$ cat src/rtl/fp_add_normalizer.sv
// Normalize-and-round stage behind the FP mantissa adder: iterative one-bit-per-cycle
// normalization, round-to-nearest-even on the carry-shift guard bit, packed result out.
module fp_add_normalizer #(
  parameter int DATA_WIDTH = 52,
  parameter int EXP_WIDTH  = 11
) (
  input  logic                  in_clk,
  input  logic                  in_rst,
  input  logic                  in_valid,
  output logic                  in_ready,
  input  logic                  in_sign,
  input  logic [EXP_WIDTH-1:0]  in_exp,
  input  logic [DATA_WIDTH+1:0] in_mag,
  output logic                  out_valid,
  input  logic                  out_ready,
  output logic                  out_sign,
  output logic [EXP_WIDTH-1:0]  out_exp,
  output logic [DATA_WIDTH-1:0] out_mant,
  output logic                  out_overflow,
  output logic                  out_underflow,
  output logic [1:0]            dbgState
);

  localparam int MW = DATA_WIDTH + 2;
  localparam int EW = EXP_WIDTH + 1;
  localparam logic [EW-1:0] EXP_ONE = EW'(1);
  localparam logic [EW-1:0] EXP_SAT = {1'b0, {EXP_WIDTH{1'b1}}};

  typedef enum logic [1:0] {
    IDLE  = 2'd0,
    NORM  = 2'd1,
    ROUND = 2'd2,
    DONE  = 2'd3
  } state_t;

  state_t state, stateNext;

  logic [MW-1:0] magReg, magNext;
  logic [EW-1:0] expReg, expNext;
  logic          signReg, signNext;
  logic          rbitReg, rbitNext;

  logic                  outValidNext;
  logic                  outSignNext;
  logic [EXP_WIDTH-1:0]  outExpNext;
  logic [DATA_WIDTH-1:0] outMantNext;
  logic                  outOverflowNext;
  logic                  outUnderflowNext;

  logic [MW-1:0]         roundedMag;
  logic                  roundCarry;
  logic [DATA_WIDTH-1:0] roundFrac;
  logic [EW-1:0]         roundExp;

  // Handshakes: a transfer happens on a rising edge where valid && ready are both high.
  // in_ready is high only in IDLE; out_valid is high only in DONE and holds with all
  // out_* stable until out_ready, then drops on the following cycle.
  assign in_ready = (state == IDLE);
  assign dbgState = state;

  // The only guard bit is the one shifted out by a carry; no sticky, so rbit && lsb is ties-to-even.
  always_comb begin
    roundedMag = magReg + {{(MW-1){1'b0}}, rbitReg & magReg[0]};
    roundCarry = roundedMag[MW-1];
    roundFrac  = roundCarry ? roundedMag[DATA_WIDTH:1] : roundedMag[DATA_WIDTH-1:0];
    roundExp   = roundCarry ? expReg + EXP_ONE : expReg;
  end

  always_comb begin
    stateNext        = state;
    magNext          = magReg;
    expNext          = expReg;
    signNext         = signReg;
    rbitNext         = rbitReg;
    outValidNext     = out_valid;
    outSignNext      = out_sign;
    outExpNext       = out_exp;
    outMantNext      = out_mant;
    outOverflowNext  = out_overflow;
    outUnderflowNext = out_underflow;

    unique case (state)
      IDLE: begin
        if (in_valid) begin
          magNext          = in_mag;
          expNext          = {1'b0, in_exp};
          signNext         = in_sign;
          rbitNext         = 1'b0;
          outOverflowNext  = 1'b0;
          outUnderflowNext = 1'b0;
          stateNext        = NORM;
        end
      end

      NORM: begin
        if (magReg == '0) begin
          outSignNext  = 1'b0;
          outExpNext   = '0;
          outMantNext  = '0;
          outValidNext = 1'b1;
          stateNext    = DONE;
        end else if (magReg[DATA_WIDTH+1]) begin
          rbitNext  = magReg[0];
          magNext   = magReg >> 1;
          expNext   = expReg + EXP_ONE;
          stateNext = ROUND;
        end else if (magReg[DATA_WIDTH]) begin
          stateNext = ROUND;
        end else if (expReg <= EXP_ONE) begin
          // Cannot shift further without dropping below the smallest normal exponent.
          outSignNext      = 1'b0;
          outExpNext       = '0;
          outMantNext      = '0;
          outUnderflowNext = 1'b1;
          outValidNext     = 1'b1;
          stateNext        = DONE;
        end else begin
          magNext = magReg << 1;
          expNext = expReg - EXP_ONE;
        end
      end

      ROUND: begin
        outSignNext  = signReg;
        outValidNext = 1'b1;
        if (roundExp >= EXP_SAT) begin
          outExpNext      = {EXP_WIDTH{1'b1}};
          outMantNext     = '0;
          outOverflowNext = 1'b1;
        end else begin
          outExpNext  = roundExp[EXP_WIDTH-1:0];
          outMantNext = roundFrac;
        end
        stateNext = DONE;
      end

      DONE: begin
        if (out_ready) begin
          outValidNext = 1'b0;
          stateNext    = IDLE;
        end
      end

      default: stateNext = IDLE;
    endcase
  end

  always_ff @(posedge in_clk) begin
    if (in_rst) begin
      state         <= IDLE;
      magReg        <= '0;
      expReg        <= '0;
      signReg       <= 1'b0;
      rbitReg       <= 1'b0;
      out_valid     <= 1'b0;
      out_sign      <= 1'b0;
      out_exp       <= '0;
      out_mant      <= '0;
      out_overflow  <= 1'b0;
      out_underflow <= 1'b0;
    end else begin
      state         <= stateNext;
      magReg        <= magNext;
      expReg        <= expNext;
      signReg       <= signNext;
      rbitReg       <= rbitNext;
      out_valid     <= outValidNext;
      out_sign      <= outSignNext;
      out_exp       <= outExpNext;
      out_mant      <= outMantNext;
      out_overflow  <= outOverflowNext;
      out_underflow <= outUnderflowNext;
    end
  end

endmodule
$ cat config.mk
export PLATFORM = sky130hd
export DESIGN_NAME = fp_add_normalizer
export DESIGN_NICKNAME = d
export VERILOG_FILES = /design/src/rtl/fp_add_normalizer.sv
export SDC_FILE = /design/constraint.sdc
export NUM_CORES = 1
export LEC_CHECK = 0
export ABC_CLOCK_PERIOD_IN_PS = 7560
export CAP_MARGIN = 20
export CORE_MARGIN = 10
export CORE_UTILIZATION = 59
export CTS_CLUSTER_SIZE = 28
export DETAILED_ROUTE_END_ITERATION = 8
export HOLD_SLACK_MARGIN = 0.08
export PLACE_DENSITY_LB_ADDON = 0.08
export SLEW_MARGIN = 20
export SYNTH_ARGS = -nofsm -noshare
export SYNTH_HDL_FRONTEND = slang
export SYNTH_SLANG_ARGS = --single-unit
export TNS_END_PERCENT = 5
$ cat constraint.sdc
create_clock -name in_clk -period 7.56 [get_ports in_clk]
set_clock_uncertainty 0.15 [all_clocks]
set_input_delay 1.134 -clock in_clk [delete_from_list [all_inputs] [get_ports in_clk]]
set_output_delay 1.134 -clock in_clk [all_outputs]
set_load 0.02 [all_outputs]
# Word-level counts from Yosys, hierarchy flattened
# Index checks and enable logic that the tools add are counted.
[op_classes] addsub=3 n_lt_le_gt_ge=2 n_eq_ne=17 mux=52 bitwise=1 n_reduce_logical=15
[ops] operator="$mux W52" n=6
[ops] operator="$mux W53" n=3
[ops] operator="$mux W54" n=2
[ops] operator="$pmux W54 S2" n=1
[ops] operator="$pmux W52 S2" n=1
[ops] operator="$mux W12" n=6
[ops] operator="$mux W11" n=5
[ops] operator="$add A54 B1 Y54" n=1
[ops] operator="$logic_not A54 Y1" n=1
[ops] operator="$pmux W12 S2" n=1
[ops] operator="$pmux W11 S2" n=1
[ops] operator="$ne A2 B2 Y1 const B" n=8
[ops] operator="$ne A3 B3 Y1 const B" n=5
[ops] operator="$mux W1" n=14
[ops] operator="$add A12 B1 Y12 const B" n=1
[ops] operator="$ge A12 B11 Y1 const B" n=1
[ops] operator="$le A12 B1 Y1 const B" n=1
[ops] operator="$mux W2" n=6
[ops] operator="$sub A12 B1 Y12 const B" n=1
[ops] operator="$reduce_and A5 Y1" n=2
[ops] operator="$reduce_and A3 Y1" n=3
[ops] operator="$pmux W1 S2" n=4
[ops] operator="$pmux W2 S4" n=1
[ops] operator="$reduce_and A4 Y1" n=2
[ops] operator="other kinds (10)" n=13
[word_totals] ff_bits=137 input_bits=70 output_inout_bits=70

# Logic depth before layout (Yosys ltp)
[logic_depth] word_depth=6 mapped_depth=11 depth_no_buf=10

# Worst setup path before layout
# Ideal clock, no wire load.
[synth_timing] path_type="input port to flip-flop" startpoint="in in_valid" endpoint="reg expReg[0]" setup_time_ns=0.137 arrival_ns=2.655 setup_slack_ns=4.618 stages=6 path_cell_list="nand2b_1 > o21ai_0 > a211oi_1 > clkbuf_1 > buf_1 > a211oi_1"
[synth_via] elab_chain_len=2
[synth_rtl] item="start: declaration" line="9" text="input logic in_valid,"
[synth_rtl] item="$ne A2 B2 Y1 (no source line)"
[synth_rtl] item="$reduce_and A5 Y1 (no source line)"
[synth_rtl] item="end signal: assignment" line="164" text="expReg <= expNext;"
[synth_rtl] item="end: declaration" line="39" text="logic [EW-1:0] expReg, expNext;"
# Every way passes these cells.
# A chain may end at the register's enable or synchronous reset.

# Worst setup path after layout
[layout_timing] startpoint="reg magReg[0]" endpoint="reg out_mant[21]"
[layout_via] elab_chain_len=6 elab_cells_between_ends=13 cone_classes="1 x add/sub; 1 x order compare; 3 x eq/ne; 5 x mux; 1 x bitwise; 2 x reduce/logical"
[layout_rtl] item="start: declaration" line="38" text="logic [MW-1:0] magReg, magNext;"
[layout_rtl] item="start signal: assignment" line="163" text="magReg <= magNext;"
[layout_rtl] item="$and A1 B1 Y1" line="63" text="roundedMag = magReg + {{(MW-1){1'b0}}, rbitReg & magReg[0]};"
[layout_rtl] item="$add A54 B1 Y54" line="63"
[layout_rtl] item="$mux W12" line="66" text="roundExp = roundCarry ? expReg + EXP_ONE : expReg;"
[layout_rtl] item="$ge A12 B11 Y1" line="126" text="if (roundExp >= EXP_SAT) begin"
[layout_rtl] item="$mux W52" line="126"
[layout_rtl] item="$pmux W52 S2" line="82" text="unique case (state)"
[layout_rtl] item="end signal: assignment" line="170" text="out_mant <= outMantNext;"
[layout_rtl] item="end: declaration" line="18" text="output logic [DATA_WIDTH-1:0] out_mant,"
# Several ways; a longest one is shown, not always the timed one.

==> flow_metrics.tcl <==
set metrics [dict create \
    io_buffers 139 \
    leakage_uw 0.00359 \
    cts_setup_buffers 0 \
    dieArea_mm2 0.0196 \
    grt_remaining_overflow 0 \
    worstPathMaxFanout 19 \
    start_kind "flop" \
    ios 140 \
    cts_buffer_depth 2 \
    mostFrequentLayoutCell "clkdlybuf4s50_1" \
    synth_area_mm2 0.00851 \
    crit_start "magReg[0]" \
    crit_arrival_ns 4.43 \
    stdcell_count 1337 \
    cap_violations 0 \
    path_class "reg -> reg" \
    hold_viol 0 \
    clkSlewWorstSetupHoldPaths_ns 0.06 \
    layout_min_cycle_time_ns 4.25 \
    cts_hold_buf 0 \
    timing.rr.start "magReg[0]" \
    cts_tree "built" \
    crit_required_ns 7.74 \
    synth_cells 1100 \
    rsz0062_at_grt "false" \
    yosys_most_used_dff "dfxtp_1" \
    ys_ff_latch 137 \
    dr.pass1.iters 9 \
    dr_total_vias 9225 \
    dp_cells 1305 \
    final_cell_mix "clkdlybuf4s50_1 (138), dfxtp_1 (137), nand2_1 (125)" \
    tns_ns 0 \
    r2r_setup_slack_ns 3.31 \
    synth-simple-area-share_pct 23.8 \
    wirelength_um 27500 \
    coreArea_mm2 0.0140 \
    hp-class "reg -> reg" \
    relSlewSlack_pct 30.3 \
    yosysSeqAreaShare_pct 32.2 \
    grt_max_degree 118 \
    hpwl_um 18100 \
    post_cts_resized 0 \
    synth_xor_area_share_pct 4.94 \
    multiInputGateArea_mm2 0.00520 \
    end_kind "flop" \
    syn_to_final_growth_pct 21.1 \
    setup_viol 0 \
    rr_worst_depth 8 \
    endpoint "out_mant[21]" \
    syn_nets 1178 \
    grt_pass1_vias 8418 \
    period_share_pct 56.2 \
    power_density_mw_per_mm2 385 \
    rows 43 \
    outcome "complete, no violations" \
    antenna_left 0 \
    vdd_drop_max_mv 0.380 \
    drt_iter0_markers 1363 \
    synthAdderAreaFrac_pct 1.18 \
    insertion_delay_ns 0.43 \
    antenna_cells 0 \
    wl_per_cell_um 20.5 \
    ys_async_sr_fraction_pct 0 \
    synth_warnings 0 \
    cts-buffers-inserted 17 \
    r2r_end "out_mant[21]" \
    fp.dieW_um 140 \
    fillers 1101 \
    grtUsageTotal_pct 26.9 \
    cts_htree_levels 4 \
    max_freq_mhz 235 \
    netlist-cell-type-count 76 \
    gp_congestion 0.920 \
    dieHeight_um 140 \
    antenna_found_initial 0 \
    synth_top_family_by_area "compound AO/OA/AOI/OAI gates" \
    start_util_pct 60.8 \
    avgSynthCellArea_um2 7.74 \
    synthMuxAreaShare_pct 1.22 \
    synth_edf_count 0 \
    viasPerCell 6.90 \
    regArea_mm2 0.00274 \
    synth_compound_area_share_pct 29.5 \
    slew_violations 0 \
    clock-root-buffer "clkbuf_16" \
    final_nets 1222 \
    drive_above_1_share_pct 6.57 \
    clkSinkCount 137 \
    tightest_slew_ns 1.05 \
    drc 0 \
    grt_pass1_wl_um 44700 \
]
layout make-up:
cell class / count / area share (%)
Tap cell: 180 / 2.18
Clock buffer: 18 / 4.26
Inverter: 14 / 0.510
Sequential cell: 137 / 26.6
Timing Repair Buffer: 151 / 14.6
Clock inverter: 14 / 1.44
Multi-Input combinational cell: 823 / 50.4
per-layer routing:
layer	wire, um	track usage, %	share of wire, %
met1	11200	36.4	41
met3	3130	5.95	11
met2	12500	41.1	45
met5	0	0	0
met4	665	9.46	2.4
flip-flops by register name, summed over array words and instances (netlist names):
signal         flops
out_mant          52
dbgState           2
rbitReg            1
out_overflow       1
signReg            1
expReg            12
out_valid          1
out_exp           11
out_underflow      1
magReg            54
out_sign           1
synthesized netlist by cell type, drive strengths merged (4+ instances only):
cell type / number / area, um^2
inv: 13 / 48.8
xor2: 28 / 245
o31ai: 12 / 100
a211oi: 59 / 448
buf: 34 / 209
a22oi: 6 / 45.0
a21o: 14 / 105
clkbuf: 92 / 347
or4: 5 / 45.0
nand3: 35 / 180
a221oi: 9 / 78.8
a222oi: 48 / 480
and4: 8 / 72.6
ha: 8 / 100
dfxtp: 137 / 2740
or3: 7 / 48.8
nor2: 124 / 468
a21oi: 59 / 295
nor3: 28 / 156
nand4: 21 / 153
o22ai: 4 / 25.0
o211ai: 5 / 37.5
xnor2: 20 / 175
nor4: 21 / 153
a32o: 29 / 290
and2: 8 / 50.1
and3: 21 / 131
mux2i: 7 / 70.1
a31oi: 14 / 93.8
a22o: 6 / 52.6
nand2: 126 / 473
o21ai: 55 / 279
critical path, stage by stage (launching register included):
cell and delay (ns):
dfxtp_1 0.48, nand4_2 0.20, or3_1 0.57, nor3_2 0.30, a21oi_1 0.14, o21ai_0 0.34
xor2_1 0.76, nand3_2 0.70, o41ai_2 0.49
report_power, final:
part           total [uW]  internal (uW)  switching (uW)
clock network         838            495             343
logic                1850            705            1140
registers            1280            908             373
total                3970           2110            1860
per-stage QoR:
stage / utilization [%] / instance area (um^2) / setup WS (ns) / hold WS (ns) / total power (uW)
5_1_grt: 73.7 / 10300 / 2.95 / 0.318 / 4220
3_5_place_dp: 69.4 / 9710 / 3.38 / 0.293 / 3080
3_3_place_gp: 69.2 / 9690 / 3.49 / 0.284 / 3050
6_report: 73.7 / 10300 / 3.31 / 0.306 / 3970
2_1_floorplan: - / 8510 / 4.62 / 0.286 / 2600
4_1_cts: 73.6 / 10300 / 3.36 / 0.307 / 3920
logic make-up (layout without fill, tap and decap cells):
logic type / count (synthesis) / count (layout)
buf+inv: 140 / 197
fa+ha+maj: 8 / 8
compound gates: 340 / 340
xor+xnor: 48 / 48
mux: 10 / 10
flops: 137 / 137
simple gates: 417 / 417
worst min path at each step:
stage,depth (start not counted),start,end,slack [ns]
after global routing,1,out_exp[8],out_exp[8],0.32
after CTS,1,out_exp[8],out_exp[8],0.31
final,2,out_mant[17],out_mant[17],0.31
after floorplan,2,signReg,signReg,0.29
after global placement,1,out_exp[5],out_exp[5],0.28
after detailed placement,1,out_exp[8],out_exp[8],0.29
Note: power is estimated with default switching activity, not from simulation.
==> variant (config.mk and constraints unchanged) <==
The parameter `DATA_WIDTH` goes from 52 to 78.
--- a/src/rtl/fp_add_normalizer.sv
+++ b/src/rtl/fp_add_normalizer.sv
@@ -1,7 +1,7 @@
 // Normalize-and-round stage behind the FP mantissa adder: iterative one-bit-per-cycle
 // normalization, round-to-nearest-even on the carry-shift guard bit, packed result out.
 module fp_add_normalizer #(
-  parameter int DATA_WIDTH = 52,
+  parameter int DATA_WIDTH = 78,
   parameter int EXP_WIDTH  = 11
 ) (
   input  logic                  in_clk,
Interface: changed (resized in_mag and out_mant); port bits go from 140 to 192. No check against the original RTL was run, so the function may have changed too.
==> variant against the original RTL <==
  * Final area rose by 41%
  * Count of clock-buffer cells in the layout stayed put
  * Sequential share of layout area decreased by 0.64 points
  * Sequential cell count rose by 52
  * Synthesized cell count grew 56%
  * Worst hold slack better by 0.0013 ns
  * Largest power group unchanged
  * Routed wire length grew 52%
  * Total power up 41%
  * Worst setup slack worse by 0.87 ns
  * Global-route usage up 2.4 points
  * Final cell count increased by 52%
  * Largest cell class unchanged
  * Area after synthesis grew 45%
==> variant: results (changes against the original RTL) <==
stage,metric,value,unit,change
outcome,outcome,finished clean,,
finish,ANT cells,0,,unchanged
synth,Synth top cells by count,"nand2_1, dfxtp_1, clkbuf_1",,
hold_path,Min-Delay Path Class,reg2reg,,
grt,All-Layer GR Usage,29.4,%,+2.4 points
synth,ys async rst share,0,%,unchanged
finish,share of cells above drive strength 1,4.27,%,-2.3 points
placement,gpl congestion,0.924,,+0.39%
power,VDD IR max,0.402,mV,+6.0%
synth,synth top area cells,"dfxtp_1, nand2_1, o211ai_1, clkbuf_1, a21oi_1",,
grt,vias in the first global route,12700,,+51%
hold_path,Worst Min Path Start,out_exp[6]$_SDFFE_PP0P_,,
synth,syn nets,1822,,+55%
grt,first-pass GRT wire length,66000,um,+48%
placement,DP HPWL,28200,um,+56%
placement,Setup WS pre-CTS,2.79,ns,-0.598 ns
worst_setup_path,CP Launch Point,magReg[7]$_SDFFE_PP0P_,,
worst_setup_path,crit path DAT,5.35,ns,+0.92 ns
placement,port bufs,191,,+37%
placement,"Cell Area, Placed",0.0140,mm^2,+44%
routing,Iter 0 DRT Violations,1488,,+9.2%
finish,Largest regs,"magReg: 80 flops, out_mant: 78 flops, expReg: 12 flops",,
clocking,clk_lat worst skew,0.45,ns,+0.02 ns
clocking,"Clk pin slew, worst setup/hold paths",0.08,ns,+0.02 ns
clocking,post_cts resized,0,,unchanged
worst_setup_path,crit path capture,out_mant[76]$_SDFFE_PP0P_,,
routing,vias per cell,6.66,,-3.4%
worst_setup_path,R2R setup slack,2.44,ns,-0.87 ns
routing,drt pass-1 iters,6,,-3
worst_setup_path,critical path peak fanout,51,,+32
power,Leakage,4.83,nW,+35%
grt,largest net degree at the start of global routing,105,,-11%
timing,Slew headroom,23.4,%,-6.9 points
worst_setup_path,worst r2r path cells,9,,+1
synth,Synth cell types,66,,-13%
clocking,postcts setup bufs,0,,unchanged
timing,min Tclk post-route,5.12,ns,+0.871 ns
synth,"Seq/Total Area, Yosys",30.6,%,-1.6 points
worst_setup_path,r2r startpoint,magReg[7]$_SDFFE_PP0P_,,
routing,average wire per standard cell,20.5,um,about the same
clocking,TritonCTS buffer count,17,,unchanged
-- variant: cell count changes after synthesis, moves of 50 or more --
cell / unedited run / this run
dfxtp_1: 137 / 189
o211ai_1: 5 / 147
a211oi_1: 58 / 8
nand2_1: 126 / 382
a21oi_1: 59 / 129
clkbuf_1: 91 / 175
-- variant: layout make-up --
| cell class | count | area, um^2 |
|---|---|---|
| Timing Repair Buffer | 206 | 2030 |
| Tap cell | 270 | 338 |
| Inverter | 18 | 67.6 |
| Clock inverter | 14 | 129 |
| Multi-Input combinational cell | 1311 | 7800 |
| Fill cell | 1744 | 5840 |
| Clock buffer | 18 | 429 |
| Sequential cell | 189 | 3790 |
-- variant: stage by stage --
stage | utilization, % | power, W | instances
3_5_place_dp | 68.5 | 0.00464 | 1993
3_3_place_gp | 68.5 | 0.00457 | 1993
6_report | 71.4 | 0.00559 | 2026
4_1_cts | 71.2 | 0.00551 | 2025
2_1_floorplan | - | 0.00387 | 1718
5_1_grt | 71.4 | 0.00596 | 2026
-- variant: critical path, stage by stage, from the launching register on --
cell,delay (ns)
dfxtp_1,0.57
nand4_1,0.33
nor4_4,0.59
nand3_2,0.45
o21ai_1,0.89
nand2_2,0.78
buf_4,0.56
and3_1,0.26
o21ai_0,0.22
a32o_1,0.21
-- variant: kinds of logic after synthesis --
family	share of synthesized area (%)
and+or+nand+nor	26.9
muxes	0.657
xor gates and xnor gates	5.31
adders and majority gates	0.809
buffers and inverters	6.93
DFF	30.6
AOI/OAI and AO/OA	28.8
-- variant: worst min path at each step --
| stage | endpoint | slack (ns) | depth (start not counted) |
|---|---|---|---|
| after global routing | out_exp[6]$_SDFFE_PP0P_ | 0.32 | 1 |
| final | out_exp[6]$_SDFFE_PP0P_ | 0.31 | 1 |
| after detailed placement | out_exp[6]$_SDFFE_PP0P_ | 0.29 | 1 |
| after CTS | out_sign$_SDFFE_PP0P_ | 0.31 | 2 |
| after floorplan | signReg$_SDFFE_PP0P_ | 0.29 | 2 |
| after global placement | out_exp[3]$_SDFFE_PP0P_ | 0.29 | 1 |
-- variant: where the power goes --
| group | switching (W) | internal (W) |
|---|---|---|
| combinational | 0.00183 | 0.000979 |
| clock | 0.000445 | 0.000434 |
| sequential | 0.000648 | 0.00126 |
-- variant: layer usage --
layer	track usage [%]	share of wire (%)	vias to the layer above
met5	0	0	-
met4	15.0	4.3	0
met3	6.00	9.6	143
met2	47.3	47	786
met1	36.4	39	6288
li1	-	-	6286
